`src/rtl/mat_job_ctrl.sv`:
```
// Job sequencer between the UART and the 2x2 matrix multiplier: parses framed A/B
// operand packets, waits MUL_LATENCY+1 cycles for the product, streams a 6-byte result.
// Latency: result capture MUL_LATENCY+1 cycles after last B byte; TX held on !tx_ready.
module mat_job_ctrl #(
    parameter int         MUL_LATENCY = 1,
    parameter int         TIMEOUT     = 120000,
    parameter logic [7:0] HDR         = 8'hFF
) (
    input  logic        clk,
    input  logic        rst_n,
    input  logic        rx_valid,
    input  logic [7:0]  rx_byte,
    output logic [7:0]  tx_byte,
    output logic        tx_valid,
    input  logic        tx_ready,
    output logic [31:0] mat_a,
    output logic [31:0] mat_b,
    input  logic [31:0] c_in,
    output logic        busy,
    output logic        err,
    output logic [7:0]  job_id
);

    localparam int TW = $clog2(TIMEOUT + 1);
    localparam int CW = $clog2(MUL_LATENCY + 2);

    localparam logic [2:0] S_IDLE = 3'd0;
    localparam logic [2:0] S_SEL  = 3'd1;
    localparam logic [2:0] S_JOB  = 3'd2;
    localparam logic [2:0] S_LOAD = 3'd3;
    localparam logic [2:0] S_COMP = 3'd4;
    localparam logic [2:0] S_SEND = 3'd5;

    logic [2:0]    state_q, state_d;
    logic          sel_b_q, sel_b_d;
    logic [1:0]    idx_q, idx_d;
    logic [TW-1:0] timer_q, timer_d;
    logic [CW-1:0] cnt_q, cnt_d;
    logic          a_valid_q, a_valid_d;
    logic [7:0]    job_q, job_d;
    logic [31:0]   mat_a_q, mat_a_d;
    logic [31:0]   mat_b_q, mat_b_d;
    logic [31:0]   res_q, res_d;
    logic [2:0]    tx_idx_q, tx_idx_d;
    logic [7:0]    tx_byte_q, tx_byte_d;
    logic          tx_valid_q, tx_valid_d;
    logic          err_q, err_d;
    logic [7:0]    tx_next;

    // Byte that follows the one at tx_idx_q in the result frame.
    always_comb begin
        tx_next = res_q[31:24];
        case (tx_idx_q)
            3'd0:    tx_next = job_q;
            3'd1:    tx_next = res_q[7:0];
            3'd2:    tx_next = res_q[15:8];
            3'd3:    tx_next = res_q[23:16];
            default: tx_next = res_q[31:24];
        endcase
    end

    always_comb begin
        state_d    = state_q;
        sel_b_d    = sel_b_q;
        idx_d      = idx_q;
        timer_d    = timer_q;
        cnt_d      = cnt_q;
        a_valid_d  = a_valid_q;
        job_d      = job_q;
        mat_a_d    = mat_a_q;
        mat_b_d    = mat_b_q;
        res_d      = res_q;
        tx_idx_d   = tx_idx_q;
        tx_byte_d  = tx_byte_q;
        tx_valid_d = tx_valid_q;
        err_d      = 1'b0;

        case (state_q)
            S_IDLE: begin
                if (rx_valid && rx_byte == HDR) begin
                    state_d = S_SEL;
                    timer_d = '0;
                end
            end
            S_SEL, S_JOB, S_LOAD: begin
                if (rx_valid) begin
                    timer_d = '0;
                    if (state_q == S_SEL) begin
                        if (rx_byte == 8'h00 || rx_byte == 8'h01) begin
                            sel_b_d = rx_byte[0];
                            state_d = S_JOB;
                        end else begin
                            state_d = S_IDLE;
                            err_d   = 1'b1;
                        end
                    end else if (state_q == S_JOB) begin
                        if (!sel_b_q) begin
                            job_d     = rx_byte;
                            a_valid_d = 1'b0;
                            idx_d     = 2'd0;
                            state_d   = S_LOAD;
                        end else if (a_valid_q && rx_byte == job_q) begin
                            idx_d   = 2'd0;
                            state_d = S_LOAD;
                        end else begin
                            state_d = S_IDLE;
                            err_d   = 1'b1;
                        end
                    end else begin
                        // Payload bytes are taken verbatim, HDR included.
                        if (sel_b_q) mat_b_d[{idx_q, 3'b000} +: 8] = rx_byte;
                        else         mat_a_d[{idx_q, 3'b000} +: 8] = rx_byte;
                        idx_d = idx_q + 2'd1;
                        if (idx_q == 2'd3) begin
                            if (sel_b_q) begin
                                state_d = S_COMP;
                                cnt_d   = '0;
                            end else begin
                                a_valid_d = 1'b1;
                                state_d   = S_IDLE;
                            end
                        end
                    end
                end else if (timer_q == TW'(TIMEOUT - 1)) begin
                    timer_d = '0;
                    state_d = S_IDLE;
                    err_d   = 1'b1;
                end else begin
                    timer_d = timer_q + TW'(1);
                end
            end
            S_COMP: begin
                if (rx_valid) err_d = 1'b1;
                if (cnt_q == CW'(MUL_LATENCY)) begin
                    res_d      = c_in;
                    tx_byte_d  = HDR;
                    tx_valid_d = 1'b1;
                    tx_idx_d   = 3'd0;
                    state_d    = S_SEND;
                end else begin
                    cnt_d = cnt_q + CW'(1);
                end
            end
            S_SEND: begin
                if (rx_valid) err_d = 1'b1;
                if (tx_valid_q && tx_ready) begin
                    if (tx_idx_q == 3'd5) begin
                        tx_valid_d = 1'b0;
                        a_valid_d  = 1'b0;
                        state_d    = S_IDLE;
                    end else begin
                        tx_idx_d  = tx_idx_q + 3'd1;
                        tx_byte_d = tx_next;
                    end
                end
            end
            default: state_d = S_IDLE;
        endcase
    end

    always_ff @(posedge clk or negedge rst_n) begin
        if (!rst_n) begin
            state_q    <= S_IDLE;
            sel_b_q    <= 1'b0;
            idx_q      <= 2'd0;
            timer_q    <= '0;
            cnt_q      <= '0;
            a_valid_q  <= 1'b0;
            job_q      <= 8'h00;
            mat_a_q    <= 32'h0;
            mat_b_q    <= 32'h0;
            res_q      <= 32'h0;
            tx_idx_q   <= 3'd0;
            tx_byte_q  <= 8'h00;
            tx_valid_q <= 1'b0;
            err_q      <= 1'b0;
        end else begin
            state_q    <= state_d;
            sel_b_q    <= sel_b_d;
            idx_q      <= idx_d;
            timer_q    <= timer_d;
            cnt_q      <= cnt_d;
            a_valid_q  <= a_valid_d;
            job_q      <= job_d;
            mat_a_q    <= mat_a_d;
            mat_b_q    <= mat_b_d;
            res_q      <= res_d;
            tx_idx_q   <= tx_idx_d;
            tx_byte_q  <= tx_byte_d;
            tx_valid_q <= tx_valid_d;
            err_q      <= err_d;
        end
    end

    assign tx_byte  = tx_byte_q;
    assign tx_valid = tx_valid_q;
    assign mat_a    = mat_a_q;
    assign mat_b    = mat_b_q;
    assign job_id   = job_q;
    assign err      = err_q;
    assign busy     = (state_q == S_COMP) || (state_q == S_SEND);

endmodule
```
`config.mk`:
```
export PLATFORM = sky130hd
export DESIGN_NAME = mat_job_ctrl
export DESIGN_NICKNAME = d
export VERILOG_FILES = /design/src/rtl/mat_job_ctrl.sv
export SDC_FILE = /design/constraint.sdc
export NUM_CORES = 1
export LEC_CHECK = 0
export CORE_AREA = 2 2 150 152
export DETAILED_ROUTE_END_ITERATION = 12
export DIE_AREA = 0 0 152 154
export PLACE_DENSITY = 0.62
export SKIP_LAST_GASP = 1
export SLEW_MARGIN = 25
export SYNTH_ARGS = -nofsm -noshare
export SYNTH_HDL_FRONTEND = slang
export SYNTH_SLANG_ARGS = --single-unit
```
`constraint.sdc`:
```
create_clock -name clk -period 5.01 [get_ports clk]
set_input_delay 0.501 -clock clk [delete_from_list [all_inputs] [get_ports clk]]
set_output_delay 0.501 -clock clk [all_outputs]
set_load 0.02 [all_outputs]
```
**Yosys cells after proc, flatten, opt, wreduce, memory -nomap -nowiden**

Cells that the tools add are included.

- Flip-flop bits (word level): 143
- Bits of input ports: 44
- Output and inout port bits: 83
- Word-level logic and storage cells: 141

- Equality and inequality tests: 32
- Muxes and demuxes: 59
- $add $sub $neg: 5
- Reduce and logical (&&, ||, !) cells: 26
- Bitwise logic cells: 3
- Shift operators: 2

Operators with widths:

| operator | number |
|---|---|
| bitwise mux 32 bit | 2 |
| two-way mux 17 bit | 3 |
| two-way mux 3 bit | 13 |
| one-hot mux 17 bit (2 select lines) | 1 |
| one-hot mux 8 bit (4 select lines) | 1 |
| variable shift 8 x 7 -> 32 bit, first input constant | 1 |
| variable part select 8 x 7 -> 32 bit | 1 |
| two-way mux 2 bit | 12 |
| two-way mux 8 bit | 3 |
| inequality test 2 bit, second input constant | 11 |
| adder 17 x 1 -> 17 bit, second input constant | 1 |
| equality test 17 bit, second input constant | 1 |
| two-way mux 1 bit | 17 |
| one-hot mux 8 bit (2 select lines) | 1 |
| AND reduction 4 bit | 4 |
| AND reduction 5 bit | 3 |
| equality test 3 x 2 -> 1 bit, second input constant | 4 |
| inequality test 3 bit, second input constant | 4 |
| one-hot mux 3 bit (4 select lines) | 1 |
| equality test 3 bit, second input constant | 3 |
| equality test 8 x 1 -> 1 bit, second input constant | 1 |
| equality test 8 bit | 1 |
| equality test 8 bit, second input constant | 1 |
| logical NOT 8 bit | 1 |
| 22 further kinds | 36 |

**Logic depth before layout (Yosys ltp)**

- Word-level depth: 8
- Depth in mapped cells: 8
- Depth with buffers taken out: 6

**Least setup slack after synthesis**

Ideal clock, no wire load.

- Path type: flip-flop to flip-flop
- From: register timer_q[13]
- To: register state_q[1]
- Setup slack: 2.999 ns
- Required time: 4.886 ns
- Data arrival time: 1.887 ns
- Cell stages (with the launch flop): 7
- Path buffers: 1
- Cells stage by stage: dfrtp_1 > or4b_4 > nor4_4 > or2_4 > buf_12 > nand3_4 > a211o_1

- Cells in the longest elaborated chain, start to end: 3

RTL lines:

| what | RTL line | source |
|---|---|---|
| from (decl) | 37 | `logic [TW-1:0] timer_q, timer_d;` |
| from (signal assigned) | 181 | `timer_q <= timer_d;` |
| equality test 17 bit | 124 | `end else if (timer_q == TW'(TIMEOUT - 1)) begin` |
| inequality test 3 bit (no line) | -- |  |
| AND reduction 6 bit (no line) | -- |  |
| to (signal assigned) | 178 | `state_q <= state_d;` |
| to (decl) | 34 | `logic [2:0] state_q, state_d;` |

No other way between the ends.
A chain may end at the register's enable or synchronous reset.

**Worst setup path in the final report**

- From: register state_q[2]
- To: output busy

- Cells in the longest elaborated chain, start to end: 2

RTL lines:

| what | RTL line | source |
|---|---|---|
| equality test 3 bit | 201 | `assign busy = (state_q == S_COMP) \|\| (state_q == S_SEND);` |
| logical OR 1 bit * | 201 |  |
| to (decl) | 19 | `output logic busy,` |

Mark *: on every way between the ends. The rest lies on a longest branch, timed or not.

==> run metrics <==
maximum vdd drop 0.000265 V; port bufs 126; Synth area leader dfrtp_1; Die X 152 um; first-pass GRT wire length 27900 um; GRT Residual Overflow 0; Synth top area share 55.5%; total CTS buffers 17; CTS clk-pin slew, worst paths 60 ps; Crit. End Element output port; ANT nets after route 0; CTS sink count 143; XOR/XNOR share of the synthesized area 1.22%; IO Pins 127; Final Critical Period 2770 ps; setup_tns 0 ps; Critical Setup Path Class reg2out; fillers 2135; Yosys Warn Count 0; initial DRC count 329; Final Net Count 789; Mapped Cells 622; post-CTS setup buffers 0; Initial Utilization 29.7%; r2r worst-path depth 5; Synth Flop Type dfrtp_1; # setup viols final 0; # H-tree levels 4; Req. time, crit path 4510 ps; Compound-Gate Fraction of Synth Area 15.0%; multiplexer area fraction after synthesis 7.32%; area of the multi-input gates 0.00266 mm2; Avg Vias per Cell 4.96; Post-Syn Area 0.00644 mm2; Fin. Hold Viols 0; Post-synth EDFFs 0; Power Density 330 mW/mm2; Detailed Routing Iterations Pass 1 6; synthesized-area fraction occupied by adder cells 2.33%; per-cell routed wire length 16.8 um; layout cells sized above 1 12.0%; largest cells by area after synthesis dfrtp_1 (56%), mux2_2 (7.2%), nand2_1 (6.6%), o21ai_0 (5.9%), a21oi_1 (3.1%); max-slew violation count 0; max-cap violations 0; vias in the first global route 5068; Die ar. 0.0234 mm2; CTS tree built; Detail Placement HPWL 12000 um; critical path arrival 2270 ps; Post-CTS Hold Fix Bufs 0; Clock Latency Late Sink 430 ps; total power 0.00281 W; ANT cells 0; Avg Inst Size Synth 10.4 um2; status complete, no violations; Area Growth Syn to Fin 32.4%; fmax 0.361 GHz; main combinational cell family by area after synthesis simple AND/OR/NAND/NOR gates; worst hold-check path type in2async; startpoint types register; FF+latch count, synth 143; pin count of the biggest net entering global routing 97; GPL Wtd Cong 0.767; Synth Net Count 678; drt total wl 17300 um; Core Box Area 0.0217 mm2; Final period util 55.3%; CTS Buffer Depth 2; DR DRC count 0; RSZ-0062 raised after global routing false; synth unique cells 49; worst slew pin tran 974 ps; Rel. slew slack 34.9%; Core Rows 54; Reg area 0.00358 mm2; post-synthesis sequential area ratio 55.5%; Die Y 154 um; Crit Path Max Fanout 16; Root Buffer clkbuf_16; fraction of registers with async set/reset 100%; post-synthesis simple-gate area fraction 15.3%; GRT Total Usage 15.1%; Leakage 3.69 nW; Resize count post-CTS 0; via count of the routed design 5078; initial antenna violation count 0; skew final 18.0 ps
-- sequential cells by signal, indices dropped and copies added, names as in the netlist --
| signal | count |
|---|---|
| mat_a | 32 |
| mat_b | 32 |
| res_q | 32 |
| timer_q | 17 |
| job_id | 8 |
| tx_byte | 8 |
| state_q | 3 |
| tx_idx_q | 3 |
| cnt_q | 2 |
| idx_q | 2 |
| a_valid_q | 1 |
| err | 1 |
| sel_b_q | 1 |
| tx_valid | 1 |
-- layout make-up --
type                            count  share of cell area [%]
Clock buffer                       21                    5.51
Inverter                           13                   0.572
Timing Repair Buffer              129                    15.1
Tap cell                          280                    4.11
Clock inverter                      9                    1.57
Multi-Input combinational cell    429                    31.2
Sequential cell                   143                    41.9
-- Yosys cell counts (2+ instances only) --
| cell type | count |
|---|---|
| a22o_1 | 19 |
| a222oi_1 | 8 |
| buf_1 | 3 |
| nand2b_1 | 2 |
| nand4b_1 | 2 |
| or4_1 | 2 |
| nand2_1 | 114 |
| a211oi_1 | 3 |
| inv_1 | 13 |
| nor2_1 | 16 |
| nor4_1 | 3 |
| dfrtp_1 | 143 |
| or3_1 | 3 |
| a21oi_1 | 40 |
| buf_2 | 5 |
| nand4_1 | 6 |
| nand3b_1 | 2 |
| mux2_2 | 41 |
| nor3_1 | 8 |
| ha_1 | 12 |
| xnor2_1 | 9 |
| clkbuf_1 | 28 |
| o31ai_1 | 2 |
| a31oi_1 | 5 |
| or3_2 | 7 |
| and3_1 | 4 |
| nor2b_1 | 3 |
| o21ai_0 | 76 |
| a21o_1 | 3 |
| nor3b_1 | 2 |
| nand3_1 | 20 |
-- layout by cell type, fill, tap and decap left out, types with 6 or more instances in the layout --
master | Yosys | routed
a21oi_1 | 40 | 40
a222oi_1 | 8 | 8
a22o_1 | 19 | 19
clkbuf_16 | 0 | 17
clkdlybuf4s50_1 | 0 | 125
dfrtp_1 | 143 | 143
ha_1 | 12 | 12
inv_1 | 13 | 13
mux2_2 | 41 | 41
nand2_1 | 114 | 114
nand3_1 | 20 | 20
nand4_1 | 6 | 6
nor2_1 | 16 | 15
nor3_1 | 8 | 8
o21ai_0 | 76 | 76
or3_2 | 7 | 7
xnor2_1 | 9 | 9
-- final timing paths --
| path | startpoint | end | slack, ps |
|---|---|---|---|
| max | state_q[2] | busy | 2240 |
| min | rst_n | mat_b[13] | 130 |
| max reg2reg | state_q[2] | tx_idx_q[1] | 2350 |
| min reg2reg | mat_b[17] | mat_b[17] | 480 |
| max in group asynchronous | rst_n | mat_a[31] | 3730 |
| min in group clk | mat_b[17] | mat_b[17] | 480 |
-- power by group --
group          total, W  switching (W)  leakage, nW  internal [W]
Clock           0.00131       0.000491        0.295      0.000818
Sequential      0.00124      0.0000489         1.96       0.00119
Combinational  0.000265       0.000159         1.43      0.000105
-- critical path: stages (launching register included) --
cell and delay (ps):
dfrtp_1 620, nor2b_1 490, clkdlybuf4s50_1 730
-- stage by stage --
stage / std cells / util [%] / worst slack [ps] / instance area [um2] / hold slack [ps]
2_1_floorplan: 622 / - / 3000 / 6440 / 205
3_3_place_gp: 994 / 36.5 / 2260 / 7920 / 461
3_5_place_dp: 994 / 36.5 / 2210 / 7920 / 470
4_1_cts: 1024 / 39.3 / 2220 / 8530 / 202
5_1_grt: 1024 / 39.3 / 2120 / 8530 / 212
6_report: 1024 / 39.3 / 2240 / 8530 / 131
-- kinds of logic after synthesis --
| family | count (synthesis) |
|---|---|
| muxes | 42 |
| DFF | 143 |
| and+or+nand+nor | 204 |
| xor gates and xnor gates | 9 |
| adders and majority gates | 12 |
| AOI/OAI and AO/OA | 162 |
| buffers and inverters | 50 |
-- layer usage --
metal  vias up  share of wire (%)  routed length, um  track usage (%)
met5         -                  0                  0                0
met4         0                1.0                172             4.94
met3        14                3.4                587             3.27
met2       121                 48               8220             23.9
met1      2513                 48               8270             20.6
li1       2430                  -                  -                -
(Power assumes the default switching activity.)
